**config.mk**
```make
export PLATFORM = sky130hd
export DESIGN_NAME = calc_port_scheduler_flat
export DESIGN_NICKNAME = d
export VERILOG_FILES = /design/src/rtl/calc_port_scheduler_if.sv /design/src/rtl/calc_port_scheduler.sv /design/src/flat_wrapper.sv
export SDC_FILE = /design/constraint.sdc
export NUM_CORES = 1
export LEC_CHECK = 0
export CAP_MARGIN = 15
export CORE_ASPECT_RATIO = 0.6
export CORE_UTILIZATION = 55
export DETAILED_ROUTE_END_ITERATION = 12
export PLACE_DENSITY_LB_ADDON = 0.08
export RECOVER_POWER = 100
export SLEW_MARGIN = 20
export SYNTH_ARGS = -nofsm -noshare
export SYNTH_HDL_FRONTEND = slang
export SYNTH_SLANG_ARGS = --single-unit
```
**constraint.sdc**
```tcl
create_clock -name c_clk -period 8.37 [get_ports c_clk]
set_input_delay 1.2555 -clock c_clk [delete_from_list [all_inputs] [get_ports c_clk]]
set_output_delay 1.2555 -clock c_clk [all_outputs]
set_load 0.02 [all_outputs]
```
**src/rtl/calc_port_scheduler_if.sv**
```systemverilog
// Request/response channel between calc_port_scheduler and the shared calc ALU.
// The master side issues tagged requests; the slave side returns tagged results.
interface calc_port_scheduler_if #(
    parameter int DW   = 32,
    parameter int TAGW = 2
);
    logic            alu_req_valid;
    logic            alu_req_ready;
    logic [3:0]      alu_cmd;
    logic [DW-1:0]   alu_op1;
    logic [DW-1:0]   alu_op2;
    logic [TAGW-1:0] alu_req_tag;
    logic            alu_resp_valid;
    logic [1:0]      alu_resp;
    logic [DW-1:0]   alu_result;
    logic [TAGW-1:0] alu_resp_tag;

    modport master (
        output alu_req_valid, alu_cmd, alu_op1, alu_op2, alu_req_tag,
        input  alu_req_ready, alu_resp_valid, alu_resp, alu_result, alu_resp_tag
    );

    modport slave (
        input  alu_req_valid, alu_cmd, alu_op1, alu_op2, alu_req_tag,
        output alu_req_ready, alu_resp_valid, alu_resp, alu_result, alu_resp_tag
    );
endinterface

```
**src/rtl/calc_port_scheduler.sv**
```systemverilog
// Shares one calc ALU between NPORTS two-cycle requester ports with round-robin issue.
// Optional per-port response watchdog: define CALC_SCHED_TIMEOUT_EN.
module calc_port_scheduler #(
    parameter int NPORTS  = 4,
    parameter int DW      = 32,
    parameter int TIMEOUT = 64,
    parameter int TAGW    = 2
) (
    input  logic                   c_clk,
    input  logic                   reset,
    input  logic [4*NPORTS-1:0]    req_cmd_in,
    input  logic [DW*NPORTS-1:0]   req_data_in,
    output logic [2*NPORTS-1:0]    out_resp,
    output logic [DW*NPORTS-1:0]   out_data,
    calc_port_scheduler_if.master  alu
);
    if (NPORTS < 2 || NPORTS > 4 || (2**TAGW) < NPORTS || TIMEOUT < 1) begin : g_param_check
        $error("calc_port_scheduler: unsupported parameter set");
    end

    typedef enum logic [1:0] {S_IDLE, S_OP2, S_PEND, S_ISSUED} port_state_t;

    port_state_t     state [NPORTS];
    logic [3:0]      cmd_q [NPORTS];
    logic [DW-1:0]   op1_q [NPORTS];
    logic [DW-1:0]   op2_q [NPORTS];
    logic [TAGW-1:0] rr_ptr;
    logic [TAGW-1:0] scan_idx;
    logic [TAGW-1:0] gnt_idx;
    logic            gnt_found;

`ifdef CALC_SCHED_TIMEOUT_EN
    localparam int CNT_W = $clog2(TIMEOUT + 1);
    logic [CNT_W-1:0] wd_cnt [NPORTS];
`endif

    function automatic logic is_alu_cmd(input logic [3:0] c);
        return c inside {4'b0001, 4'b0010, 4'b0101, 4'b0110};
    endfunction

    // Operand capture; contents only matter once the port reaches PEND.
    always_ff @(posedge c_clk) begin
        for (int p = 0; p < NPORTS; p++) begin
            if (state[p] == S_IDLE && req_cmd_in[4*p +: 4] != 4'h0) begin
                cmd_q[p] <= req_cmd_in[4*p +: 4];
                op1_q[p] <= req_data_in[DW*p +: DW];
            end
            if (state[p] == S_OP2) begin
                op2_q[p] <= req_data_in[DW*p +: DW];
            end
        end
    end

    // First PEND port at or after rr_ptr, wrapping modulo NPORTS.
    always_comb begin
        gnt_found = 1'b0;
        gnt_idx   = '0;
        scan_idx  = '0;
        for (int k = 0; k < NPORTS; k++) begin
            scan_idx = TAGW'((int'(rr_ptr) + k) % NPORTS);
            if (!gnt_found && state[scan_idx] == S_PEND) begin
                gnt_found = 1'b1;
                gnt_idx   = scan_idx;
            end
        end
    end

    always_ff @(posedge c_clk) begin
        if (!reset) begin
            for (int p = 0; p < NPORTS; p++) begin
                state[p] <= S_IDLE;
            end
            rr_ptr            <= '0;
            out_resp          <= '0;
            out_data          <= '0;
            alu.alu_req_valid <= 1'b0;
            alu.alu_cmd       <= '0;
            alu.alu_op1       <= '0;
            alu.alu_op2       <= '0;
            alu.alu_req_tag   <= '0;
        end else begin
            out_resp <= '0;
            out_data <= '0;
            for (int p = 0; p < NPORTS; p++) begin
                case (state[p])
                    S_IDLE: begin
                        if (req_cmd_in[4*p +: 4] != 4'h0) state[p] <= S_OP2;
                    end
                    S_OP2: begin
                        if (is_alu_cmd(cmd_q[p])) begin
                            state[p] <= S_PEND;
                        end else begin
                            state[p]          <= S_IDLE;
                            out_resp[2*p +: 2] <= 2'b10;
                        end
                    end
                    S_PEND: begin
                        if (alu.alu_req_valid && alu.alu_req_ready && alu.alu_req_tag == TAGW'(p)) begin
                            state[p] <= S_ISSUED;
`ifdef CALC_SCHED_TIMEOUT_EN
                            wd_cnt[p] <= '0;
`endif
                        end
                    end
                    S_ISSUED: begin
                        if (alu.alu_resp_valid && alu.alu_resp_tag == TAGW'(p)) begin
                            state[p]            <= S_IDLE;
                            out_resp[2*p +: 2]  <= alu.alu_resp;
                            out_data[DW*p +: DW] <= alu.alu_result;
`ifdef CALC_SCHED_TIMEOUT_EN
                        end else if (wd_cnt[p] == CNT_W'(TIMEOUT - 1)) begin
                            state[p]           <= S_IDLE;
                            out_resp[2*p +: 2] <= 2'b11;
                        end else begin
                            wd_cnt[p] <= wd_cnt[p] + 1'b1;
`endif
                        end
                    end
                    default: state[p] <= S_IDLE;
                endcase
            end

            // A held request stays frozen until accepted; a new grant needs an idle channel.
            if (alu.alu_req_valid) begin
                if (alu.alu_req_ready) begin
                    alu.alu_req_valid <= 1'b0;
                    if (alu.alu_req_tag == TAGW'(NPORTS - 1)) rr_ptr <= '0;
                    else                                      rr_ptr <= alu.alu_req_tag + 1'b1;
                end
            end else if (gnt_found) begin
                alu.alu_req_valid <= 1'b1;
                alu.alu_cmd       <= cmd_q[gnt_idx];
                alu.alu_op1       <= op1_q[gnt_idx];
                alu.alu_op2       <= op2_q[gnt_idx];
                alu.alu_req_tag   <= gnt_idx;
            end
        end
    end
endmodule

```
**src/flat_wrapper.sv**
```systemverilog
// flat-port wrapper written by rule: the top's interface ports become plain ports
module calc_port_scheduler_flat 
#(
    parameter int NPORTS  = 4,
    parameter int DW      = 32,
    parameter int TIMEOUT = 64,
    parameter int TAGW    = 2
)
  (c_clk, reset, req_cmd_in, req_data_in, out_resp, out_data, alu_alu_req_valid, alu_alu_cmd, alu_alu_op1, alu_alu_op2, alu_alu_req_tag, alu_alu_req_ready, alu_alu_resp_valid, alu_alu_resp, alu_alu_result, alu_alu_resp_tag);
  calc_port_scheduler_if #(.DW(DW), .TAGW(TAGW)) alu_i ();
  input  logic c_clk;
  input  logic reset;
  input  logic [4*NPORTS-1:0] req_cmd_in;
  input  logic [DW*NPORTS-1:0] req_data_in;
  output logic [2*NPORTS-1:0] out_resp;
  output logic [DW*NPORTS-1:0] out_data;
  output wire logic [$bits(alu_i.alu_req_valid)-1:0] alu_alu_req_valid;
  output wire logic [$bits(alu_i.alu_cmd)-1:0] alu_alu_cmd;
  output wire logic [$bits(alu_i.alu_op1)-1:0] alu_alu_op1;
  output wire logic [$bits(alu_i.alu_op2)-1:0] alu_alu_op2;
  output wire logic [$bits(alu_i.alu_req_tag)-1:0] alu_alu_req_tag;
  input wire logic [$bits(alu_i.alu_req_ready)-1:0] alu_alu_req_ready;
  input wire logic [$bits(alu_i.alu_resp_valid)-1:0] alu_alu_resp_valid;
  input wire logic [$bits(alu_i.alu_resp)-1:0] alu_alu_resp;
  input wire logic [$bits(alu_i.alu_result)-1:0] alu_alu_result;
  input wire logic [$bits(alu_i.alu_resp_tag)-1:0] alu_alu_resp_tag;
  assign alu_alu_req_valid = alu_i.alu_req_valid;
  assign alu_alu_cmd = alu_i.alu_cmd;
  assign alu_alu_op1 = alu_i.alu_op1;
  assign alu_alu_op2 = alu_i.alu_op2;
  assign alu_alu_req_tag = alu_i.alu_req_tag;
  assign alu_i.alu_req_ready = alu_alu_req_ready;
  assign alu_i.alu_resp_valid = alu_alu_resp_valid;
  assign alu_i.alu_resp = alu_alu_resp;
  assign alu_i.alu_result = alu_alu_result;
  assign alu_i.alu_resp_tag = alu_alu_resp_tag;
  calc_port_scheduler #(.NPORTS(NPORTS), .DW(DW), .TIMEOUT(TIMEOUT), .TAGW(TAGW)) u_core (.c_clk(c_clk), .reset(reset), .req_cmd_in(req_cmd_in), .req_data_in(req_data_in), .out_resp(out_resp), .out_data(out_data), .alu(alu_i));
endmodule
```
# After elaboration in Yosys (flattened, before gate mapping)
# Memories as Yosys holds them, arrays and structs flattened. A register that Yosys moved wholly into a read port is not among the register bits.
# Cells that the tools add are included.
# W data, S select, Z words.
dict set report word_totals {
  memories 4
  ff_bits 141
  out_inout_bits 207
  latch_bits 0
  in_bits 184
  mem_bits_rw 280
  rom_bits 0
}
dict set report op_classes {
  n_shift 0
  div_mod_pow 0
  eq_ne 38
  mux 143
  order_cmp 0
  addsub 4
  reduce_logical 42
  mul 0
  n_bitwise 21
}
# name words word_bits read_ports rd_ports_with_merged_regs wr line_no
set memory_table {}
lappend memory_table {u_core.op1_q 4 32 1 1 4 calc_port_scheduler.sv:25} ;# logic [DW-1:0] op1_q [NPORTS];
lappend memory_table {u_core.op2_q 4 32 1 1 4 calc_port_scheduler.sv:26} ;# logic [DW-1:0] op2_q [NPORTS];
lappend memory_table {u_core.cmd_q 4 4 5 1 4 calc_port_scheduler.sv:24} ;# logic [3:0] cmd_q [NPORTS];
lappend memory_table {u_core.state 4 2 8 1 4 calc_port_scheduler.sv:23} ;# port_state_t state [NPORTS];
# op count
set op_table {}
lappend op_table {{$mux W1} 104}
lappend op_table {{$mux W2} 35}
lappend op_table {{$eq A2 B2 Y1 const B} 16}
lappend op_table {{$eq A4 B3 Y1 const B} 8}
lappend op_table {{$reduce_bool A4 Y1} 8}
lappend op_table {{$or A1 B1 Y1} 20}
lappend op_table {{$eq A4 B1 Y1 const B} 4}
lappend op_table {{$eq A4 B2 Y1 const B} 4}
lappend op_table {{$logic_and A1 B1 Y1} 16}
lappend op_table {{$pmux W2 S2} 4}
lappend op_table {{$eq A2 B1 Y1 const B} 6}
lappend op_table {{$logic_not A2 Y1} 6}
lappend op_table {{$reduce_and A3 Y1} 4}
lappend op_table {{$logic_not A1 Y1} 6}
lappend op_table {{$add A2 B1 Y2 const B} 2}
lappend op_table {{$add A2 B2 Y2 const B} 2}
lappend op_table {{$reduce_and A2 Y1} 2}
lappend op_table {{$not A1 Y1} 1}

# Longest topological paths before layout
dict set report depth {
  word_depth 13
  depth_mapped 11
}

# Worst setup path after synthesis
# No wires, ideal clock.
dict set report synth_timing {
  kind {in2reg}
  startpoint {input port req_cmd_in[0]}
  endpoint {memory u_core.state[0][0] in the netlist's numbering (enable)}
  t_required_ns 8.061
  setup_slack_ns 3.748
  stages 4
  arrival_ns 4.313
  setup_time_ns 0.309
  path_cell_list {nor4_1 > nor3_1 > o31ai_1 > nand3b_1}
}
# element line_no
set synth_rtl {}
lappend synth_rtl {{start: declaration} flat_wrapper.sv:13} ;# input logic [4*NPORTS-1:0] req_cmd_in;
lappend synth_rtl {{end: declaration} calc_port_scheduler.sv:23}

==> impl_metrics.toml <==
[yosys]
yosysWarnings = 0
ys_async_sr_fraction_pct = 0
synth_edf_count = 280
yosysSeqAreaShare_pct = 65.9
avgSynthCellArea_um2 = 12.3
synth_nets = 1743
synthCells = 1555
synth_top_flop_cell = "edfxtp_1"
yosys.cell_types.count = 46
synth_area_um2 = 19200
ys_seq_elements = 491

[global_routing]
grt_pass1_wl_um = 80800
overflow = 0
grt_pass1_vias = 13501
grt_antenna_before_repair = 10
grt_usage_pct = 29.7
grt_max_degree = 97

[final_layout]
final_common_cell = "dlygate4sd3_1"
drive_gt1_share_pct = 5.33
regArea_um2 = 12600
final_nets = 2085
post-route-cell-area_um2 = 24700
layout_common_cells = "351 x dlygate4sd3_1, 280 x edfxtp_1, 210 x dfxtp_1, 152 x nand2_1, 143 x a21oi_1"
fin_cells = 2402
finish.utilization_pct = 72.7
syn2layout_area_growth_pct = 29.1
nFillCells = 2390
multi_input_area_um2 = 5920

[floorplan]
io_pins = 391
die_w_um = 243
start_util_pct = 56.3
core_um2 = 34000
die_area_um2 = 35600
chipHeight_um = 147
rows = 52

[timing]
clock.fmax_ghz = 0.185
post-route-min-period_ns = 5.42
drv_slew = 382
rsz0062_at_grt = "false"
hold_ws_ns = 0.559
clock_skew_ns = 0.0197
tns_ns = 0
period_share_pct = 64.7
setup_viol = 0
hold_viol_final = 0
slew_headroom_pct = -172
setup_ws_ns = 2.95
worst_slew_pin_slew_ns = 4.08

[drt]
post_drt_wl_per_cell_um = 22.5
num_vias = 14039
antenna_left = 0
routed_wl_um = 53900
drc = 0
firstDrtPassIters = 6
drt_iter0_drc = 1245
viasPerCell = 5.84

[cts]
post_cts_resize_count = 0
cts_tree = "built"
holdBufCountCts = 0
clk_latency_ns = 0.56
htree_levels = 2
numCtsBuffers = 44
cts_setup_buffers = 0
clk_pin_slew_worst_paths_ns = 0.06
clk_path_buf_depth = 3
cts_root_buffer = "clkbuf_16"
cts.sinks = 491

[place]
hpwlAfterDp_um = 34500
pre_cts_slack_ns = 4.51
numPortBuffers = 390
place_inst = 2310
place.gp.congestion = 0.900
placed_cell_area_um2 = 23200

[job]
cap_violations = 9

[hold_path]
hold_start = "u_core.alu.alu_op2[18]"
hold_class = "flop to flop"

[critical_path]
cp.arrival_ns = 5.61
critPathCaptureType = "flop"
cp-start-kind = "input port"
required_ns = 8.57
crit_fanout = 91
crit_type = "input port to flop"
r2r-start = "u_core.state[1][0]"
crit_start = "reset"

[pwr]
p_total_mw = 7.98
p_per_area_nw_per_um2 = 323
vdd_ir_drop_max_v = 0.000289
p_leak_nw = 9.23

[outcome]
violations = "max-capacitance violations, max-slew violations"
status = "finished, violations left"
-- cells by family (layout without fill, tap and decap cells) --
| family | Yosys count | after routing | synth area share [%] |
|---|---|---|---|
| xor gates and xnor gates | 4 | 4 | 0.183 |
| other | 0 | 10 | 0 |
| muxes | 143 | 143 | 7.54 |
| buffers and inverters | 121 | 499 | 3.46 |
| DFF | 491 | 491 | 65.9 |
| and+or+nand+nor | 354 | 354 | 9.44 |
| adders and majority gates | 4 | 4 | 0.261 |
| AOI/OAI and AO/OA | 438 | 438 | 13.2 |
-- sequential cells by signal (all words and copies together), names as in the netlist, named ones only --
register / cells
u_core.alu.alu_cmd: 4
u_core.alu.alu_op2: 32
u_core.out_resp: 8
u_core.out_data: 128
u_core.alu.alu_op1: 32
u_core.cmd_q: 16
u_core.op2_q: 128
u_core.alu.alu_req_valid: 1
u_core.rr_ptr: 2
u_core.state: 8
u_core.op1_q: 128
u_core.alu.alu_req_tag: 2
-- power breakdown --
group          switching (mW)  internal (mW)
Clock                   0.887           1.24
Combinational            1.59          0.855
Sequential              0.299           3.11
-- worst paths after layout --
path                            depth (start not counted)                      to  slack, ns
worst max-delay path                                    6      u_core.state[2][0]       2.95
worst min-delay path                                    2  u_core.alu.alu_op2[18]       0.56
worst max register to register                          9  u_core.alu.alu_op2[18]       4.38
worst min register to register                          2  u_core.alu.alu_op2[18]       0.56
-- critical path, stage by stage --
cell and delay (ns):
buf_2 0.07, clkbuf_1 2.84, nand3_1 0.49, nor3_1 0.33, buf_4 0.40, nand3b_1 0.20
-- synthesized netlist by cell type (2+ instances only) --
library cell  count  area share (%)
nor4_1            5            0.16
a31oi_1          69             2.3
nand2_1         152             3.0
nor2b_1          11            0.36
o31ai_1           3            0.12
nand4_1           2           0.065
edfxtp_1        280              44
buf_4             7            0.27
inv_1             5           0.098
nand3_1           8            0.21
xnor2_1           3            0.14
dfxtp_1         211              22
o21ai_0          74             1.9
nor2_1           10            0.20
a21oi_1         143             3.7
nand2b_1          5            0.16
and3_1            4            0.13
buf_6            16            0.94
clkbuf_1         43            0.84
a32o_1            2            0.10
buf_2            50             1.3
nor3_1            7            0.18
and2_1          135             4.4
mux2i_1         142             7.4
ha_1              4            0.26
nor3b_1           5            0.20
o22ai_1         137             4.5
nand3b_1          3            0.12
or3_1             2           0.065
-- area by class of cell --
cell class | instances | share of cell area [%]
well taps | 459 | 2.32
multi-input cells | 943 | 24.0
diodes | 10 | 0.101
clock inverters | 23 | 1.10
inverters | 5 | 0.0759
repair buffers | 412 | 16.3
flip-flops and latches | 491 | 51.1
clock buffers | 59 | 5.05
-- routing by layer --
metal  GRT usage [%]  routed length (um)
met4            8.08                1060
met1            40.6               22700
met2            49.1               26500
met3            5.13                3610
met5               0                  41
No activity file was read; power rests on OpenSTA's default activity.
